`config.mk`:
```
export PLATFORM = sky130hd
export DESIGN_NAME = sy_ppl_lsu_dc_arb_flat
export DESIGN_NICKNAME = d
export VERILOG_FILES = /design/src/rtl/sy_ppl_lsu_dc_arb_pkg.sv /design/src/rtl/sy_ppl_lsu_dc_arb_if.sv /design/src/rtl/sy_ppl_lsu_dc_arb_fifo.sv /design/src/rtl/sy_ppl_lsu_dc_arb.sv /design/src/flat_wrapper.sv
export SDC_FILE = /design/constraint.sdc
export NUM_CORES = 1
export LEC_CHECK = 0
export BUFFER_PORTS_ARGS = -buffer_cell sky130_fd_sc_hd__buf_2
export CORE_AREA = 4 4 248 250
export CTS_CLUSTER_SIZE = 8
export DETAILED_ROUTE_END_ITERATION = 7
export DIE_AREA = 0 0 252 254
export GPL_TIMING_DRIVEN = 0
export PLACE_DENSITY = 0.34
export SKIP_LAST_GASP = 1
export SYNTH_ARGS = -nofsm -noshare
export SYNTH_HDL_FRONTEND = slang
export SYNTH_SLANG_ARGS = --single-unit
```
`constraint.sdc`:
```
create_clock -name clk_i -period 3.1 [get_ports clk_i]
set_input_delay 0.465 -clock clk_i [delete_from_list [all_inputs] [get_ports clk_i]]
set_output_delay 0.465 -clock clk_i [all_outputs]
set_load 0.1 [all_outputs]
```
`src/rtl/sy_ppl_lsu_dc_arb_pkg.sv`:
```
// Shared types and constants for the LSU D$ request-port arbiter.
// Port indices, request/response payloads and the grant-hold state encoding.
package sy_ppl_lsu_dc_arb_pkg;

    localparam int unsigned DC_ARB_NREQ   = 3;
    localparam int unsigned DC_ARB_OUTSTD = 4;

    localparam int unsigned PTW_PORT = 0;
    localparam int unsigned LSU_PORT = 1;
    localparam int unsigned SB_PORT  = 2;

    typedef enum logic [1:0] {
        MEM_LOAD,
        MEM_STORE,
        MEM_AMO
    } mem_op_e;

    typedef enum logic [3:0] {
        AMO_NONE,
        AMO_SWAP,
        AMO_ADD,
        AMO_AND,
        AMO_OR,
        AMO_XOR,
        AMO_MAX,
        AMO_MIN,
        AMO_LR,
        AMO_SC
    } amo_op_e;

    typedef struct packed {
        logic [39:0] paddr;
        logic [63:0] wdata;
        logic [1:0]  size;
        mem_op_e     mem_op;
        amo_op_e     amo_op;
        logic [5:0]  rob_idx;
        logic [4:0]  rdst;
    } dcache_req_t;

    typedef struct packed {
        logic [63:0] rdata;
        logic        exc;
        logic [4:0]  exc_cause;
    } dcache_rsp_t;

    typedef enum logic {
        GNT_FREE,
        GNT_HOLD
    } gnt_state_e;

    // Round-robin candidate for offset k from ptr, cycling over ports 1..nreq-1.
    function automatic int unsigned rr_port(int unsigned ptr, int unsigned k, int unsigned nreq);
        return 1 + ((ptr - 1 + k) % (nreq - 1));
    endfunction

endpackage

```
`src/rtl/sy_ppl_lsu_dc_arb_if.sv`:
```
// Requester-side and D$-side bus of the LSU D$ arbiter.
// slave = arbiter view, master = environment (requesters plus D$) view.
interface sy_ppl_lsu_dc_arb_if #(
    parameter int unsigned NREQ = sy_ppl_lsu_dc_arb_pkg::DC_ARB_NREQ
);
    import sy_ppl_lsu_dc_arb_pkg::*;

    logic [NREQ-1:0] req_vld_i;
    logic [NREQ-1:0] req_rdy_o;
    logic [NREQ-1:0] req_lock_i;
    dcache_req_t     req_i [NREQ];

    logic            dc_req_vld_o;
    logic            dc_req_rdy_i;
    dcache_req_t     dc_req_o;

    logic            dc_rsp_vld_i;
    dcache_rsp_t     dc_rsp_i;

    logic [NREQ-1:0] rsp_vld_o;
    dcache_rsp_t     rsp_o;

    modport slave (
        input  req_vld_i, req_lock_i, req_i, dc_req_rdy_i, dc_rsp_vld_i, dc_rsp_i,
        output req_rdy_o, dc_req_vld_o, dc_req_o, rsp_vld_o, rsp_o
    );

    modport master (
        output req_vld_i, req_lock_i, req_i, dc_req_rdy_i, dc_rsp_vld_i, dc_rsp_i,
        input  req_rdy_o, dc_req_vld_o, dc_req_o, rsp_vld_o, rsp_o
    );

endinterface

```
`src/rtl/sy_ppl_lsu_dc_arb_fifo.sv`:
```
// In-order FIFO of outstanding D$ request origins with per-entry kill bit.
// A bulk kill marks every entry whose id matches, so its response is dropped on pop.
module sy_ppl_lsu_dc_arb_fifo #(
    parameter int unsigned DEPTH = 4,
    parameter int unsigned IDW   = 2
) (
    input  logic           clk_i,
    input  logic           rst_i,
    input  logic           push,
    input  logic [IDW-1:0] push_id,
    input  logic           pop,
    input  logic           kill_en,
    input  logic [IDW-1:0] kill_id,
    output logic           full,
    output logic           empty,
    output logic [IDW-1:0] head_id,
    output logic           head_kill
);

    localparam int unsigned PW = $clog2(DEPTH);

    logic [PW:0]      wr_q;
    logic [PW:0]      rd_q;
    logic [IDW-1:0]   id_q [DEPTH];
    logic [DEPTH-1:0] kill_q;

    assign empty     = (wr_q == rd_q);
    assign full      = (wr_q[PW] != rd_q[PW]) && (wr_q[PW-1:0] == rd_q[PW-1:0]);
    assign head_id   = id_q[rd_q[PW-1:0]];
    assign head_kill = kill_q[rd_q[PW-1:0]];

    always_ff @(posedge clk_i or posedge rst_i) begin
        if (rst_i) begin
            wr_q   <= '0;
            rd_q   <= '0;
            kill_q <= '0;
            for (int unsigned i = 0; i < DEPTH; i++) begin
                id_q[i] <= '0;
            end
        end else begin
            // Stale slots may get marked too; a push rewrites the kill bit anyway.
            if (kill_en) begin
                for (int unsigned i = 0; i < DEPTH; i++) begin
                    if (id_q[i] == kill_id) begin
                        kill_q[i] <= 1'b1;
                    end
                end
            end
            if (push) begin
                id_q[wr_q[PW-1:0]]   <= push_id;
                kill_q[wr_q[PW-1:0]] <= 1'b0;
                wr_q                 <= wr_q + (PW+1)'(1);
            end
            if (pop) begin
                rd_q <= rd_q + (PW+1)'(1);
            end
        end
    end

endmodule

```
`src/rtl/sy_ppl_lsu_dc_arb.sv`:
```
// Arbiter for the single D$ request port between PTW, LSU IQ head and store buffer.
// Priority: held grant > lock > starved port > port 0 > round-robin over 1..NREQ-1.
module sy_ppl_lsu_dc_arb #(
    parameter int unsigned NREQ       = sy_ppl_lsu_dc_arb_pkg::DC_ARB_NREQ,
    parameter int unsigned OUTSTD     = sy_ppl_lsu_dc_arb_pkg::DC_ARB_OUTSTD,
    parameter int unsigned STARVE_MAX = 8,
    parameter int unsigned LSU_PORT   = sy_ppl_lsu_dc_arb_pkg::LSU_PORT
) (
    input  logic                clk_i,
    input  logic                rst_i,
    input  logic                flush_i,
    sy_ppl_lsu_dc_arb_if.slave  bus
);
    import sy_ppl_lsu_dc_arb_pkg::*;

    localparam int unsigned IDW = (NREQ > 1) ? $clog2(NREQ) : 1;
    localparam int unsigned CW  = $clog2(STARVE_MAX + 1);

    typedef logic [IDW-1:0] id_t;

    gnt_state_e    state_q;
    gnt_state_e    state_d;
    id_t           held_q;
    id_t           lock_id_q;
    logic          lock_vld_q;
    id_t           rr_ptr_q;
    logic [CW-1:0] starve_q [NREQ];

    id_t           grant;
    id_t           rr_idx;
    logic          gnt_found;
    logic          hs;
    logic          pop;
    logic          full;
    logic          empty;
    id_t           head_id;
    logic          head_kill;

    always_comb begin
        grant     = '0;
        gnt_found = 1'b0;
        rr_idx    = '0;
        if (state_q == GNT_HOLD && bus.req_vld_i[held_q]) begin
            grant     = held_q;
            gnt_found = 1'b1;
        end else if (lock_vld_q && bus.req_vld_i[lock_id_q]) begin
            grant     = lock_id_q;
            gnt_found = 1'b1;
        end else begin
            // Scan downwards so the lowest starved index ends up winning.
            for (int unsigned i = NREQ - 1; i >= 1; i--) begin
                if (bus.req_vld_i[i] && starve_q[i] == CW'(STARVE_MAX)) begin
                    grant     = id_t'(i);
                    gnt_found = 1'b1;
                end
            end
            if (!gnt_found && bus.req_vld_i[0]) begin
                grant     = '0;
                gnt_found = 1'b1;
            end
            if (!gnt_found) begin
                // Offset 0 (rr_ptr itself) is visited last so it has precedence.
                for (int unsigned k = NREQ - 1; k >= 1; k--) begin
                    rr_idx = id_t'(rr_port(32'(rr_ptr_q), k - 1, NREQ));
                    if (bus.req_vld_i[rr_idx]) begin
                        grant     = rr_idx;
                        gnt_found = 1'b1;
                    end
                end
            end
        end
    end

    assign hs  = bus.dc_req_vld_o && bus.dc_req_rdy_i;
    assign pop = bus.dc_rsp_vld_i && !empty;

    always_comb begin
        bus.dc_req_vld_o = gnt_found && !full && !flush_i && !rst_i;
        bus.dc_req_o     = '0;
        bus.req_rdy_o    = '0;
        if (bus.dc_req_vld_o) begin
            bus.dc_req_o = bus.req_i[grant];
        end
        if (hs) begin
            bus.req_rdy_o[grant] = 1'b1;
        end
    end

    always_comb begin
        bus.rsp_vld_o = '0;
        bus.rsp_o     = bus.dc_rsp_i;
        if (pop && !head_kill) begin
            bus.rsp_vld_o[head_id] = 1'b1;
        end
    end

    // Offering without acceptance pins the grant; flush drops vld and so releases it.
    always_comb begin
        state_d = GNT_FREE;
        if (bus.dc_req_vld_o && !bus.dc_req_rdy_i) begin
            state_d = GNT_HOLD;
        end
    end

    always_ff @(posedge clk_i or posedge rst_i) begin
        if (rst_i) begin
            state_q <= GNT_FREE;
        end else begin
            state_q <= state_d;
        end
    end

    always_ff @(posedge clk_i or posedge rst_i) begin
        if (rst_i) begin
            held_q     <= '0;
            lock_vld_q <= 1'b0;
            lock_id_q  <= '0;
            rr_ptr_q   <= id_t'(1);
        end else begin
            if (state_d == GNT_HOLD) begin
                held_q <= grant;
            end
            if (flush_i) begin
                lock_vld_q <= 1'b0;
            end else if (hs) begin
                lock_vld_q <= bus.req_lock_i[grant];
                lock_id_q  <= grant;
            end
            if (hs && grant != '0) begin
                rr_ptr_q <= (grant == id_t'(NREQ - 1)) ? id_t'(1) : grant + id_t'(1);
            end
        end
    end

    always_ff @(posedge clk_i or posedge rst_i) begin
        if (rst_i) begin
            for (int unsigned i = 0; i < NREQ; i++) begin
                starve_q[i] <= '0;
            end
        end else begin
            for (int unsigned i = 1; i < NREQ; i++) begin
                if (flush_i || (hs && grant == id_t'(i))) begin
                    starve_q[i] <= '0;
                end else if (bus.req_vld_i[i] && starve_q[i] != CW'(STARVE_MAX)) begin
                    starve_q[i] <= starve_q[i] + CW'(1);
                end
            end
        end
    end

    sy_ppl_lsu_dc_arb_fifo #(
        .DEPTH (OUTSTD),
        .IDW   (IDW)
    ) u_fifo (
        .clk_i     (clk_i),
        .rst_i     (rst_i),
        .push      (hs),
        .push_id   (grant),
        .pop       (pop),
        .kill_en   (flush_i),
        .kill_id   (id_t'(LSU_PORT)),
        .full      (full),
        .empty     (empty),
        .head_id   (head_id),
        .head_kill (head_kill)
    );

    rsp_without_outstanding: assert property (
        @(posedge clk_i) disable iff (rst_i) !(bus.dc_rsp_vld_i && empty)
    );

endmodule
```
`src/flat_wrapper.sv`:
```
// flat-port wrapper written by rule: the top's interface ports become plain ports
module sy_ppl_lsu_dc_arb_flat import sy_ppl_lsu_dc_arb_pkg::*;
#(
    parameter int unsigned NREQ       = sy_ppl_lsu_dc_arb_pkg::DC_ARB_NREQ,
    parameter int unsigned OUTSTD     = sy_ppl_lsu_dc_arb_pkg::DC_ARB_OUTSTD,
    parameter int unsigned STARVE_MAX = 8,
    parameter int unsigned LSU_PORT   = sy_ppl_lsu_dc_arb_pkg::LSU_PORT
)
  (clk_i, rst_i, flush_i, bus_req_vld_i, bus_req_lock_i, bus_req_i, bus_dc_req_rdy_i, bus_dc_rsp_vld_i, bus_dc_rsp_i, bus_req_rdy_o, bus_dc_req_vld_o, bus_dc_req_o, bus_rsp_vld_o, bus_rsp_o);
  sy_ppl_lsu_dc_arb_if #(.NREQ(NREQ)) bus_i ();
  input  logic clk_i;
  input  logic rst_i;
  input  logic flush_i;
  input wire logic [$bits(bus_i.req_vld_i)-1:0] bus_req_vld_i;
  input wire logic [$bits(bus_i.req_lock_i)-1:0] bus_req_lock_i;
  input wire logic [$bits(bus_i.req_i)-1:0] bus_req_i;
  input wire logic [$bits(bus_i.dc_req_rdy_i)-1:0] bus_dc_req_rdy_i;
  input wire logic [$bits(bus_i.dc_rsp_vld_i)-1:0] bus_dc_rsp_vld_i;
  input wire logic [$bits(bus_i.dc_rsp_i)-1:0] bus_dc_rsp_i;
  output wire logic [$bits(bus_i.req_rdy_o)-1:0] bus_req_rdy_o;
  output wire logic [$bits(bus_i.dc_req_vld_o)-1:0] bus_dc_req_vld_o;
  output wire logic [$bits(bus_i.dc_req_o)-1:0] bus_dc_req_o;
  output wire logic [$bits(bus_i.rsp_vld_o)-1:0] bus_rsp_vld_o;
  output wire logic [$bits(bus_i.rsp_o)-1:0] bus_rsp_o;
  assign bus_i.req_vld_i = bus_req_vld_i;
  assign bus_i.req_lock_i = bus_req_lock_i;
  assign bus_i.req_i = {>>{bus_req_i}};
  assign bus_i.dc_req_rdy_i = bus_dc_req_rdy_i;
  assign bus_i.dc_rsp_vld_i = bus_dc_rsp_vld_i;
  assign bus_i.dc_rsp_i = bus_dc_rsp_i;
  assign bus_req_rdy_o = bus_i.req_rdy_o;
  assign bus_dc_req_vld_o = bus_i.dc_req_vld_o;
  assign bus_dc_req_o = bus_i.dc_req_o;
  assign bus_rsp_vld_o = bus_i.rsp_vld_o;
  assign bus_rsp_o = bus_i.rsp_o;
  sy_ppl_lsu_dc_arb #(.NREQ(NREQ), .OUTSTD(OUTSTD), .STARVE_MAX(STARVE_MAX), .LSU_PORT(LSU_PORT)) u_core (.clk_i(clk_i), .rst_i(rst_i), .flush_i(flush_i), .bus(bus_i));
endmodule
```
==> impl_results.md <==
* PwrDens at roughly 640 nW/µm²
* Vias in the first global route at 8,876
* Post-CTS Hold Fix Bufs at 0
* Initial drt markers at ~320
* Largest net degree at the start of global routing at 34
* Max Cap Violations at 0
* Worst skew pair latency at ~0.28 ns
* CP Data Arrival Time at around 2.9 ns
* Placed Instances at 2,165
* Comb pwr share at 87.1%
* Synth-to-Final Area Change at 207%
* Synth Warn # at 0
* CP dominant cell by count: buf_12
* Post-synth top area share at about a quarter
* Minimum clock period at 3.36 ns
* Synth Area in XOR/XNOR at 2.28%
* Wire length on met3 at between 3 and 4 mm
* Max Used Layer: met5
* Die X-Extent at 252 µm
* Largest family of logic cells by synthesized area: compound AO/OA/AOI/OAI gates
* Vias per Instance at 3.84
* Core box area at approximately 59,000 µm²
* Post-synthesis mux area share at 3.23%
* Synth Area in Compound Gates at 41.0%
* Worst Tran Pin Value at roughly 0.76 ns
* Count of flip-flops with a built-in enable after synthesis at 0
* Met2 WL at 23.0 mm
* Tot GR Track Use at 11.9%
* Path type of the worst min-delay path: primary input to async pin
* Leading area contributor after synthesis: a21oi_1
* Non-Filler Instances at ~2,200
* Die Height at 254 µm
* Seq pwr share at between 7 and 8%
* I/O pin cnt at 650
* Clock Skew at 0.00500 ns
* Per-cell routed wire length at about 20 µm
* Fin worst setup slack at -0.264 ns
* Synth cell types at 36
* Slew margin rel. at 49.5%
* Clock Tree Root: clkbuf_16
* Final ANT Viol Nets at 0
* RSZ-0062 raised after global routing: true
* CTS Buf Count at 5
* Peak Freq at roughly 0.3 GHz
* Ys async rst share at between 90% and 100%
* Mapped Area at ~5000 µm²
* Synth Instances at 815
* Synth area leaders: a21oi_1, dfrtp_1, o21ai_0
* Post-synthesis register bit count at 33
* Critical path startpoint category: register
* Status: finished with violations
* WP data required at 2.63 ns
* Area of the die at around 64,000 µm²
* Critical Path Sink Type: primary output
* Slowest stage delay, CP at 0.42 ns
* Worst Path Max Fanout at 10
* Register area share after synthesis at about 17%
* Crit path kind: register to primary output
* Fin. Hold Viols at 0
* Psw at 5.69 mW
* VDD IR-drop max at between 0.3 and 0.4 mV
* Clk sinks at 33
* Final Max Tran Viols at 0
* Starting Density at about 8.5%
* Max clock buf depth at 2
* Pwr Total at ~9.8 mW
* Sw frac at between 50 and 60%
* Tcrit/Tclk final at 109%
* Port bufs at between 500 and 600
* Pre-antenna DRT Iters at 6
* Clock group share of total power at 5.4%
* Post-DP HPWL at 34.9 mm
* Syn Nets at 1,274
* Violated checks: setup timing
* Commonest non-fill, non-tap cells in the layout: buf_2, a21oi_4, buf_12, buf_4, nand2_1
* Leakage at roughly 6.3 nW
* # DRC at 0
* Internal at 4.09 mW
* Grt ovf at 0
* Antenna violations before repair at 11
* CTS H-tree lvls at 2
* Cells along the critical path: inv_2 -> ha_4 -> and3b_2 -> a311oi_2 -> a2111oi_2 -> or3_4 -> buf_12 -> buf_12 -> buf_12 -> a21oi_2 -> a21oi_4 -> buf_12
* Setup violators final at around 120
* Share of post-route cells with drive strength above 1 at 77.4%
* Metal-1 WL at roughly 17 mm
* Reg clk slew, reported paths at roughly 0.060 ns
* CTS tree: built
* Row count at between 80 and 90
* Global-route wire length before repair at around 58 mm
* Commonest non-fill, non-tap cell in the layout: buf_2
* Synth Flop Type: dfrtp_1
* Routed Wire Length at 44.5 mm
* Adder-cell share of the synthesized area at between 2 and 2.5%
* Avg Cell Area, Syn at between 6 and 7 µm²
* Vias at 8,605
* Final GP Congestion at 0.866
* Synth Area in Simple Gates at 15.2%
* CP max stage cell: or3_4
* Nets at slightly below 2,000
metal layers:
layer | vias up | global-route usage (%)
met5 | - | 0
met1 | 4037 | 14.4
met2 | 435 | 21.6
li1 | 4085 | -
met4 | 2 | 2.52
met3 | 46 | 2.55
flip-flops by register name, indices dropped and copies added, names as in the netlist:
name                  flops
u_core.lock_vld_q         1
u_core.u_fifo.kill_q      4
u_core.u_fifo.rd_q        3
u_core.state_q            1
u_core.held_q             2
u_core.starve_q           8
u_core.u_fifo.wr_q        3
u_core.u_fifo.id_q        8
u_core.lock_id_q          2
u_core.rr_ptr_q           1
path summary, 6_finish.rpt:
check | startpoint | to | slack (ns) | cells after the start
min in group clk_i | bus_dc_req_rdy_i | u_core.state_q | 0.44 | 2
setup reg to reg | u_core.held_q[1] | u_core.lock_vld_q | 0.44 | 12
hold / removal | rst_i | u_core.starve_q[5] | 0.33 | 2
max in group asynchronous | rst_i | u_core.held_q[1] | 2.24 | 2
hold reg to reg | u_core.u_fifo.rd_q[2] | u_core.u_fifo.rd_q[2] | 0.49 | 1
setup / recovery | u_core.starve_q[4] | bus_dc_req_o[91] | -0.26 | 12
area by class of cell:
type,count,area [µm²]
diodes,4,10.0
plain buffers,139,1380
clock buffers,7,153
clock inverters,1,5.00
fillers,6396,43700
inverters,17,63.8
multi-input cells,620,6140
flip-flops and latches,33,828
well taps,773,967
repair buffers,649,5780
Yosys cell counts, drive strengths merged, types with 2 or more instances:
cell type,count
a21oi,252
nand2,146
o21ai,133
buf,108
clkbuf,37
dfrtp,32
inv,17
nor2,11
nor3,11
ha,9
xor2,7
mux2i,6
xnor2,6
a31oi,5
a21o,3
mux2,3
mux4,3
nand3b,3
o22ai,3
a2111oi,2
nand2b,2
nand3,2
nand4,2
nor3b,2
or3,2
critical path: cells and delay by family, from the launching register on:
family	cells	cell delay (ns)
flip-flops	1	0.37
adder cells (fa/ha/maj)	1	0.16
AND/OR/NAND/NOR	2	0.63
AO/OA/AOI/OAI	4	0.68
buffers and inverters	5	0.73
power groups by stage:
stage / combinational [mW] / sequential, mW / clock [mW]
final: 8.53 / 0.735 / 0.525
after global placement: 5.84 / 0.735 / 0
after detailed placement: 5.86 / 0.733 / 0
after CTS: 7.60 / 0.734 / 0.540
after global routing: 8.91 / 0.757 / 0.568
after floorplan: 4.71 / 0.689 / 0
repair_timing:
action,4_1_cts,5_1_grt
pin swaps,49,131
buffers inserted,31,25
gates resized for setup,718,414
endpoints found under the setup margin,133,126
cloned,7,14
per-stage QoR:
| step | instance area (µm²) | hold WS [ns] | util [%] | setup TNS, ns | worst slack (ns) |
|---|---|---|---|---|---|
| after floorplan | 6350 | 0.462 | - | -2.62 | -0.868 |
| after global placement | 10200 | 0.479 | 17.3 | -149.93 | -1.40 |
| after detailed placement | 10200 | 0.480 | 17.3 | -142.63 | -1.38 |
| after CTS | 13500 | 0.441 | 22.9 | -23.25 | -0.263 |
| after global routing | 15300 | 0.391 | 26.0 | -34.44 | -0.370 |
| final | 15300 | 0.335 | 26.0 | -20.07 | -0.264 |
cells by family after synthesis:
| group | count (synthesis) |
|---|---|
| multiplexers | 12 |
| buffers and inverters | 162 |
| AO/OA/AOI/OAI | 401 |
| adder cells (fa/ha/maj) | 9 |
| flip-flops | 33 |
| XOR/XNOR | 13 |
| AND/OR/NAND/NOR | 185 |
Power figures use the tool's default switching activity.
